--- src/rtl/pipeline_div_if.sv ---
// Operand/result handshake bundle for the pipeline_div restoring divider.
interface pipeline_div_if #(
    parameter int unsigned WIDTH = 10
);
    logic             start;
    logic [WIDTH-1:0] f;
    logic [WIDTH-1:0] d;
    logic             busy;
    logic             done;
    logic [WIDTH-1:0] q;
    logic [WIDTH-1:0] r;
    logic             dz;

    // Requester side: issues operands, observes status and results
    modport master (
        output start, f, d,
        input  busy, done, q, r, dz
    );

    // Divider side: consumes operands, produces status and results
    modport slave (
        input  start, f, d,
        output busy, done, q, r, dz
    );
endinterface

--- src/rtl/pipeline_div.sv ---
// Sequential restoring divider recovering F / D and F mod D, one quotient bit per clock.
module pipeline_div #(
    parameter int unsigned WIDTH = 10
) (
    input  logic          clk,
    input  logic          rst,
    pipeline_div_if.slave bus
);
    localparam int unsigned CNT_W = (WIDTH > 1) ? $clog2(WIDTH) : 1;

    typedef enum logic [1:0] {
        IDLE = 2'd0,
        RUN  = 2'd1,
        DONE = 2'd2
    } state_t;

    state_t           state;
    logic [WIDTH-1:0] dividend;
    logic [WIDTH-1:0] divisor;
    // Settled remainder is always below the divisor, so WIDTH bits hold it;
    // the shifted trial value below carries the extra bit.
    logic [WIDTH-1:0] rem;
    // Quotient bits gathered so far; the last bit joins them on completion.
    logic [WIDTH-2:0] quo;
    logic [CNT_W-1:0] cnt;
    logic             zero_div;

    logic             busy;
    logic             done;
    logic [WIDTH-1:0] q;
    logic [WIDTH-1:0] r;
    logic             dz;

    logic [WIDTH:0]   rem_shift_c;
    logic             ge_c;
    logic [WIDTH-1:0] rem_next_c;

    // One restoring step: bring in the dividend MSB and trial-subtract the divisor
    always_comb begin
        rem_shift_c = {rem, dividend[WIDTH-1]};
        ge_c        = (rem_shift_c >= {1'b0, divisor});
        rem_next_c  = rem_shift_c[WIDTH-1:0];
        if (ge_c) begin
            rem_next_c = WIDTH'(rem_shift_c - {1'b0, divisor});
        end
    end

    // Control FSM and datapath registers; results update only on DONE entry
    always_ff @(posedge clk or posedge rst) begin
        if (rst) begin
            state    <= IDLE;
            dividend <= '0;
            divisor  <= '0;
            rem      <= '0;
            quo      <= '0;
            cnt      <= '0;
            zero_div <= 1'b0;
            busy     <= 1'b0;
            done     <= 1'b0;
            q        <= '0;
            r        <= '0;
            dz       <= 1'b0;
        end else begin
            case (state)
                IDLE: begin
                    if (bus.start) begin
                        dividend <= bus.f;
                        divisor  <= bus.d;
                        rem      <= '0;
                        quo      <= '0;
                        cnt      <= CNT_W'(WIDTH - 1);
                        zero_div <= (bus.d == '0);
                        busy     <= 1'b1;
                        state    <= RUN;
                    end
                end
                RUN: begin
                    if (zero_div) begin
                        // Divide by zero: skip iterations, report saturated quotient
                        q     <= '1;
                        r     <= dividend;
                        dz    <= 1'b1;
                        done  <= 1'b1;
                        state <= DONE;
                    end else begin
                        dividend <= dividend << 1;
                        rem      <= rem_next_c;
                        quo      <= {quo[WIDTH-3:0], ge_c};
                        cnt      <= cnt - CNT_W'(1);
                        if (cnt == '0) begin
                            q     <= {quo, ge_c};
                            r     <= rem_next_c;
                            dz    <= 1'b0;
                            done  <= 1'b1;
                            state <= DONE;
                        end
                    end
                end
                DONE: begin
                    done  <= 1'b0;
                    busy  <= 1'b0;
                    state <= IDLE;
                end
                default: begin
                    state <= IDLE;
                end
            endcase
        end
    end

    assign bus.busy = busy;
    assign bus.done = done;
    assign bus.q    = q;
    assign bus.r    = r;
    assign bus.dz   = dz;
endmodule

--- src/flat_wrapper.sv ---
// flat-port wrapper written by rule: the top's interface ports become plain ports
module pipeline_div_flat 
#(
    parameter int unsigned WIDTH = 10
)
  (clk, rst, bus_start, bus_f, bus_d, bus_busy, bus_done, bus_q, bus_r, bus_dz);
  pipeline_div_if #(.WIDTH(WIDTH)) bus_i ();
  input  logic clk;
  input  logic rst;
  input wire logic [$bits(bus_i.start)-1:0] bus_start;
  input wire logic [$bits(bus_i.f)-1:0] bus_f;
  input wire logic [$bits(bus_i.d)-1:0] bus_d;
  output wire logic [$bits(bus_i.busy)-1:0] bus_busy;
  output wire logic [$bits(bus_i.done)-1:0] bus_done;
  output wire logic [$bits(bus_i.q)-1:0] bus_q;
  output wire logic [$bits(bus_i.r)-1:0] bus_r;
  output wire logic [$bits(bus_i.dz)-1:0] bus_dz;
  assign bus_i.start = bus_start;
  assign bus_i.f = bus_f;
  assign bus_i.d = bus_d;
  assign bus_busy = bus_i.busy;
  assign bus_done = bus_i.done;
  assign bus_q = bus_i.q;
  assign bus_r = bus_i.r;
  assign bus_dz = bus_i.dz;
  pipeline_div #(.WIDTH(WIDTH)) u_core (.clk(clk), .rst(rst), .bus(bus_i));
endmodule
--- config.mk ---
export PLATFORM = sky130hd
export DESIGN_NAME = pipeline_div_flat
export DESIGN_NICKNAME = d
export VERILOG_FILES = /design/src/rtl/pipeline_div_if.sv /design/src/rtl/pipeline_div.sv /design/src/flat_wrapper.sv
export SDC_FILE = /design/constraint.sdc
export NUM_CORES = 1
export LEC_CHECK = 0
export CORE_MARGIN = 5
export CORE_UTILIZATION = 43
export DETAILED_ROUTE_END_ITERATION = 6
export DONT_BUFFER_PORTS = 1
export GPL_ROUTABILITY_DRIVEN = 1
export GPL_TIMING_DRIVEN = 1
export PLACE_DENSITY_LB_ADDON = 0.3
export SLEW_MARGIN = 20
export SYNTH_ARGS = -nofsm -noshare
export SYNTH_HDL_FRONTEND = slang
export SYNTH_SLANG_ARGS = --single-unit
--- constraint.sdc ---
create_clock -name clk -period 2.1 [get_ports clk]
set_input_delay 0.315 -clock clk [delete_from_list [all_inputs] [get_ports clk]]
set_output_delay 0.315 -clock clk [all_outputs]
set_load 0.01 [all_outputs]
== After elaboration in Yosys (flattened, before gate mapping) ==
Cells that the tools add are included.
Word-level totals
  input port bits: 23
  register bits: 69
  output and inout port bits: 23
  logic and storage cells: 61
Operators by class
  $lt $le $gt $ge: 1
  reduce and logical (&&, ||, !) cells: 13
  equality and inequality tests: 5
  add/sub/neg operators: 2
  multiplexer cells: 28
Operators with widths (number)
  10-bit two-way mux: 9
  10-bit case mux with 2 select lines: 2
  9-bit two-way mux: 2
  9-bit case mux with 2 select lines: 1
  11-bit by 10-bit greater-or-equal comparator with 1-bit output: 1
  10-bit zero test: 1
  2-bit AND reduction: 5
  10-bit subtractor: 1
  4-bit two-way mux: 2
  4-bit case mux with 2 select lines: 1
  2-bit nonzero test: 4
  2-bit two-way mux: 3
  1-bit two-way mux: 5
  4-bit zero test: 1
  2-bit != test (second input constant): 2
  1-bit case mux with 2 select lines: 2
  2-bit case mux with 2 select lines: 1
  4-bit by 1-bit subtractor with 4-bit output (second input constant): 1
  3-bit by 1-bit != test with 1-bit output (second input constant): 1
  3-bit AND reduction: 1
  2-bit by 1-bit == test with 1-bit output (second input constant): 1
  2-bit == test (second input constant): 1
  2-bit zero test: 1

== Logic depth before layout (Yosys ltp) ==
  depth after elaboration: 4
  gate-level depth with buffers: 10

== Least setup slack after synthesis ==
No wires, ideal clock.
  path kind: register to register
  from: reg u_core.rem[5]
  to: reg u_core.rem[6]
  data required time: 1967 ps
  path slack: 27 ps
  cell stages (with the launch flop): 10
  arrival time: 1940 ps
  cells stage by stage: dfrtp_1 ha_1 buf_6 nand4_4 nor2_2 a2111o_1 o32a_2 buf_6 mux2i_1 o22ai_1
Between the ends
  cells in the longest elaborated chain, start to end: 4
  elaborated cells on any way between the ends: 5
  classes of those cells: 1 x add/sub; 1 x order compare; 3 x mux
RTL lines
  start: declaration: line pipeline_div.sv:22  | logic [WIDTH-1:0] rem;
  start signal: assignment: line pipeline_div.sv:87  | rem <= rem_next_c;
  10-bit subtractor or 11-bit by 10-bit greater-or-equal comparator with 1-bit output (tied branches): line pipeline_div.sv:44, pipeline_div.sv:41
  10-bit two-way mux (*): line pipeline_div.sv:43  | if (ge_c) begin
  10-bit two-way mux (*): line pipeline_div.sv:78  | if (zero_div) begin
  10-bit case mux with 2 select lines (*): line pipeline_div.sv:64  | case (state)
Every way passes the cells marked *; elsewhere a longest branch is shown, timed or not. The select of a mux whose other input is x is not followed.
A chain may end at the register's enable or synchronous reset.

== Worst setup path in the final report ==
  from: reg u_core.divisor[1]
  to: reg u_core.r[0], in the netlist u_core.bus.r[0]
Between the ends
  cells in the longest elaborated chain, start to end: 4
RTL lines
  start: declaration: line pipeline_div.sv:19  | logic [WIDTH-1:0] divisor;
  start signal: assignment: line pipeline_div.sv:68  | divisor <= bus.d;
  11-bit by 10-bit greater-or-equal comparator with 1-bit output: line pipeline_div.sv:41  | ge_c = (rem_shift_c >= {1'b0, divisor});
  10-bit two-way mux: line pipeline_div.sv:43
  10-bit two-way mux: line pipeline_div.sv:90  | if (cnt == '0) begin
  10-bit two-way mux: line pipeline_div.sv:78
  end signal: assignment: line pipeline_div.sv:81  | r <= dividend;
  end signal: assignment: line pipeline_div.sv:92  | r <= rem_next_c;
  end: declaration: line pipeline_div.sv:31  | logic [WIDTH-1:0] r;
No other way between the ends. The select of a mux whose other input is x is not followed.

==> metrics.csv <==
metric,value,unit
worstPathRequired,2.38,ns
die_area,0.01010,sq mm
outcome,finished with violations,
power.switching,3.572,mW
hold_slack,0.09880,ns
max_clock_freq,0.4615,GHz
path_delay_family,compound AO/OA/AOI/OAI gates,
drt-total-wl,9.126,mm
port_buffers,0,
cts_tree,yes,
finalHoldViolCount,0,
synth_seq_cells,69,
peakVddDrop,0.8387,mV
clock-sinks,69,
synth_top_family_by_area,compound AO/OA/AOI/OAI gates,
worstSkewPairLatency,0.36,ns
grt_pass1_wl,14.88,mm
drc,0,
hpwl,6.248,mm
tns,-0.2062,ns
fin_crit,2.167,ns
internal_power,5.006,mW
fillCellCount,692,
initial_core_util,0.4354,
min-delay-start,bus_f[0],
critPathBufInv,2,
syn_nets,387,
clkTransAtPathRegs,0.08,ns
vias_per_cell,5.683,
drt.antenna.violating_nets,0,
worstHoldPathType,input port to register,
overflow,0,
clkPwrFrac,0.144,
post-route-cell-area,0.004442,sq mm
cts_max_level,3,
yosysWarnings,0,
reg2reg_slack,-0.07,ns
syn_area,0.003523,sq mm
firstDrtPassIters,5,
p_leak,1.990,nW
wire_per_inst,18.29,um
fp.dieH,100.5,um
synth-async-reset-ratio,1.000,
antenna_found_initial,0,
cts_buffers,9,
grt_max_degree,37,
rr_startpoint,u_core.divisor[1],
post-route-util,0.5489,
dp_slack,-0.1955,ns
synthCells,348,
timing.final.ws_setup,-0.06699,ns
die_w,100.5,um
cp_max_fo,6,
clockRootBuffer,clkbuf_8,
gp_congestion,0.8869,
placed_cell_area,0.003906,sq mm
finalNetCount,428,
power.density,1931,mW/mm^2
p_comb_frac,0.569,
crit_path_max_incr_delay,0.41,ns
grt_pass1_vias,2926,
synth-compound-area-share,0.1737,
cts_max_path_buffers,2,
synth-edff-count,0,
endpoint_kind,register,
setup_viol,8,
finClkSkew,0.009481,ns
yosys.area_share.adder,0.05895,
fin_crit_sh,1.032,
worstMarginPinSlew,0.7908,ns
ios,46,
core_region_area,0.008093,sq mm
seq_power_share,0.288,
swShare,0.4164,
path_cells,inv_2 -> ha_4 -> buf_6 -> nand4_1 -> nor2_2 -> a2111o_1 -> o32a_4 -> mux2_4 -> o22ai_2,
rsz0062_at_grt,yes,
dominantRegCellSynth,dfrtp_1,
critPathArrivalTime,2.44,ns
ys_seq_area_frac,0.4901,
critical_path_class,register to register,
track_usage,0.1905,
vias,2836,
num_rows,33,
relSlewSlack,0.4728,
synth-simple-area-share,0.1321,
slowest_stage,a2111o_1,
synth.lib_cells_used.distinct,53,
synth.avg_cell_area,10.12,sq um
start_kind,register,
final_layout_size_suffix_gt1_frac,0.3046,
synth.area.mux_share,0.08168,
synth-xor-area-share,0.01740,
areaGrowthSynthToFinish,26.07,%
slew_viol_final,0,
cap_violations,0,
n_antenna_cell,0,
violations,setup timing,
drt_iter0_drc,152,
startpoint,u_core.divisor[1],
[flip-flops by register name (all words and copies together) (netlist names)]
register and count:
u_core.bus.dz 1, u_core.state 2, u_core.bus.busy 1, u_core.cnt 4
u_core.bus.done 1, u_core.divisor 10, u_core.bus.r 10, u_core.zero_div 1
u_core.rem 10, u_core.bus.q 10, u_core.quo 9, u_core.dividend 10
[area by class of cell]
cell class,count,area (sq um),share of cell area
repair buffers,47,391.6,0.08817
clock buffers,9,123.9,0.02789
clock inverters,7,98.84,0.02225
inverters,19,71.32,0.01606
flip-flops and latches,69,1728,0.3890
well taps,105,131.4,0.02958
multi-input cells,243,1897,0.4270
[per-stage QoR]
step	std cells	total power, mW
3_5_place_dp	477	6.357
6_report	499	8.578
5_1_grt	499	9.168
2_1_floorplan	348	5.001
3_3_place_gp	477	6.242
4_1_cts	497	8.146
[power by group through the flow]
stage	Combinational [mW]	Sequential, mW	Clock (mW)
6_report	4.88	2.47	1.23
2_1_floorplan	2.71	2.29	0
3_5_place_dp	3.90	2.46	0
5_1_grt	5.33	2.54	1.30
4_1_cts	4.43	2.47	1.25
3_3_place_gp	3.81	2.44	0
[cell usage after synthesis, types with 3 or more instances]
cell type	n	area [sq um]
nor2_1	17	63.81
o22a_1	10	87.58
mux2_2	10	112.6
a21oi_1	20	100.1
dfrtp_1	69	1727
inv_1	19	71.32
buf_6	3	33.78
o21a_1	3	22.52
xnor2_1	3	26.28
clkbuf_1	13	48.80
ha_1	15	187.7
nand3_1	12	60.06
nand2_1	48	180.2
a32oi_1	6	52.55
xor2_1	4	35.03
o21ai_0	18	90.09
o21ai_1	13	65.06
mux2i_1	16	160.2
nor2b_1	4	25.02
o22ai_1	4	25.02
nor4_1	4	25.02
[final timing paths]
| check | to | cells after the start |
|---|---|---|
| worst max-delay path | u_core.bus.r[0] | 9 |
| min in group asynchronous | u_core.bus.busy | 2 |
| max in group asynchronous | u_core.rem[8] | 3 |
| worst min-delay path | u_core.dividend[0] | 1 |
| worst min register to register | u_core.quo[8] | 2 |
| worst max register to register | u_core.bus.r[0] | 9 |
[routing by layer]
layer / part of all wire / vias to the layer above / wire length, um / track usage
met2: 0.49 / 99 / 4506 / 0.3073
met3: 0.068 / 19 / 617 / 0.06436
li1: - / 1320 / - / -
met4: 0.024 / 0 / 222 / 0.06528
met5: 0 / - / 0 / 0
met1: 0.41 / 1398 / 3780 / 0.2397
[cells in the final DEF, fill, tap and decap left out, drive strengths merged, types with 5 or more instances in the layout]
cell type and n:
clkbuf 9, ha 15, mux2 11, o22a 11, a32oi 6, dfrtp 69, o21ai 31, nand2 48
mux2i 16, o22ai 5, nor2 18, inv 20, nand3 12, a21oi 20, buf 46
[what timing repair did]
item,CTS,global route
gates cloned,1,0
hold buffers,1,0
pin swaps,12,18
buffers inserted,2,2
setup endpoints to repair,22,22
endpoints found under the hold margin,19,0
resized for setup,28,19
[cell families after synthesis]
kind of cell	Yosys count
flip-flops	69
adder cells (fa/ha/maj)	16
AND/OR/NAND/NOR	100
buffers and inverters	37
XOR/XNOR	7
AO/OA/AOI/OAI	92
multiplexers	27
[worst reg2reg max path, cell delays in order (launching register included)]
cell      delay, ns
dfrtp_1        0.40
inv_2          0.09
ha_4           0.21
buf_6          0.11
nand4_1        0.09
nor2_2         0.04
a2111o_1       0.41
o32a_4         0.27
mux2_4         0.33
o22ai_2        0.15
No activity file was read; power rests on OpenSTA's default activity.
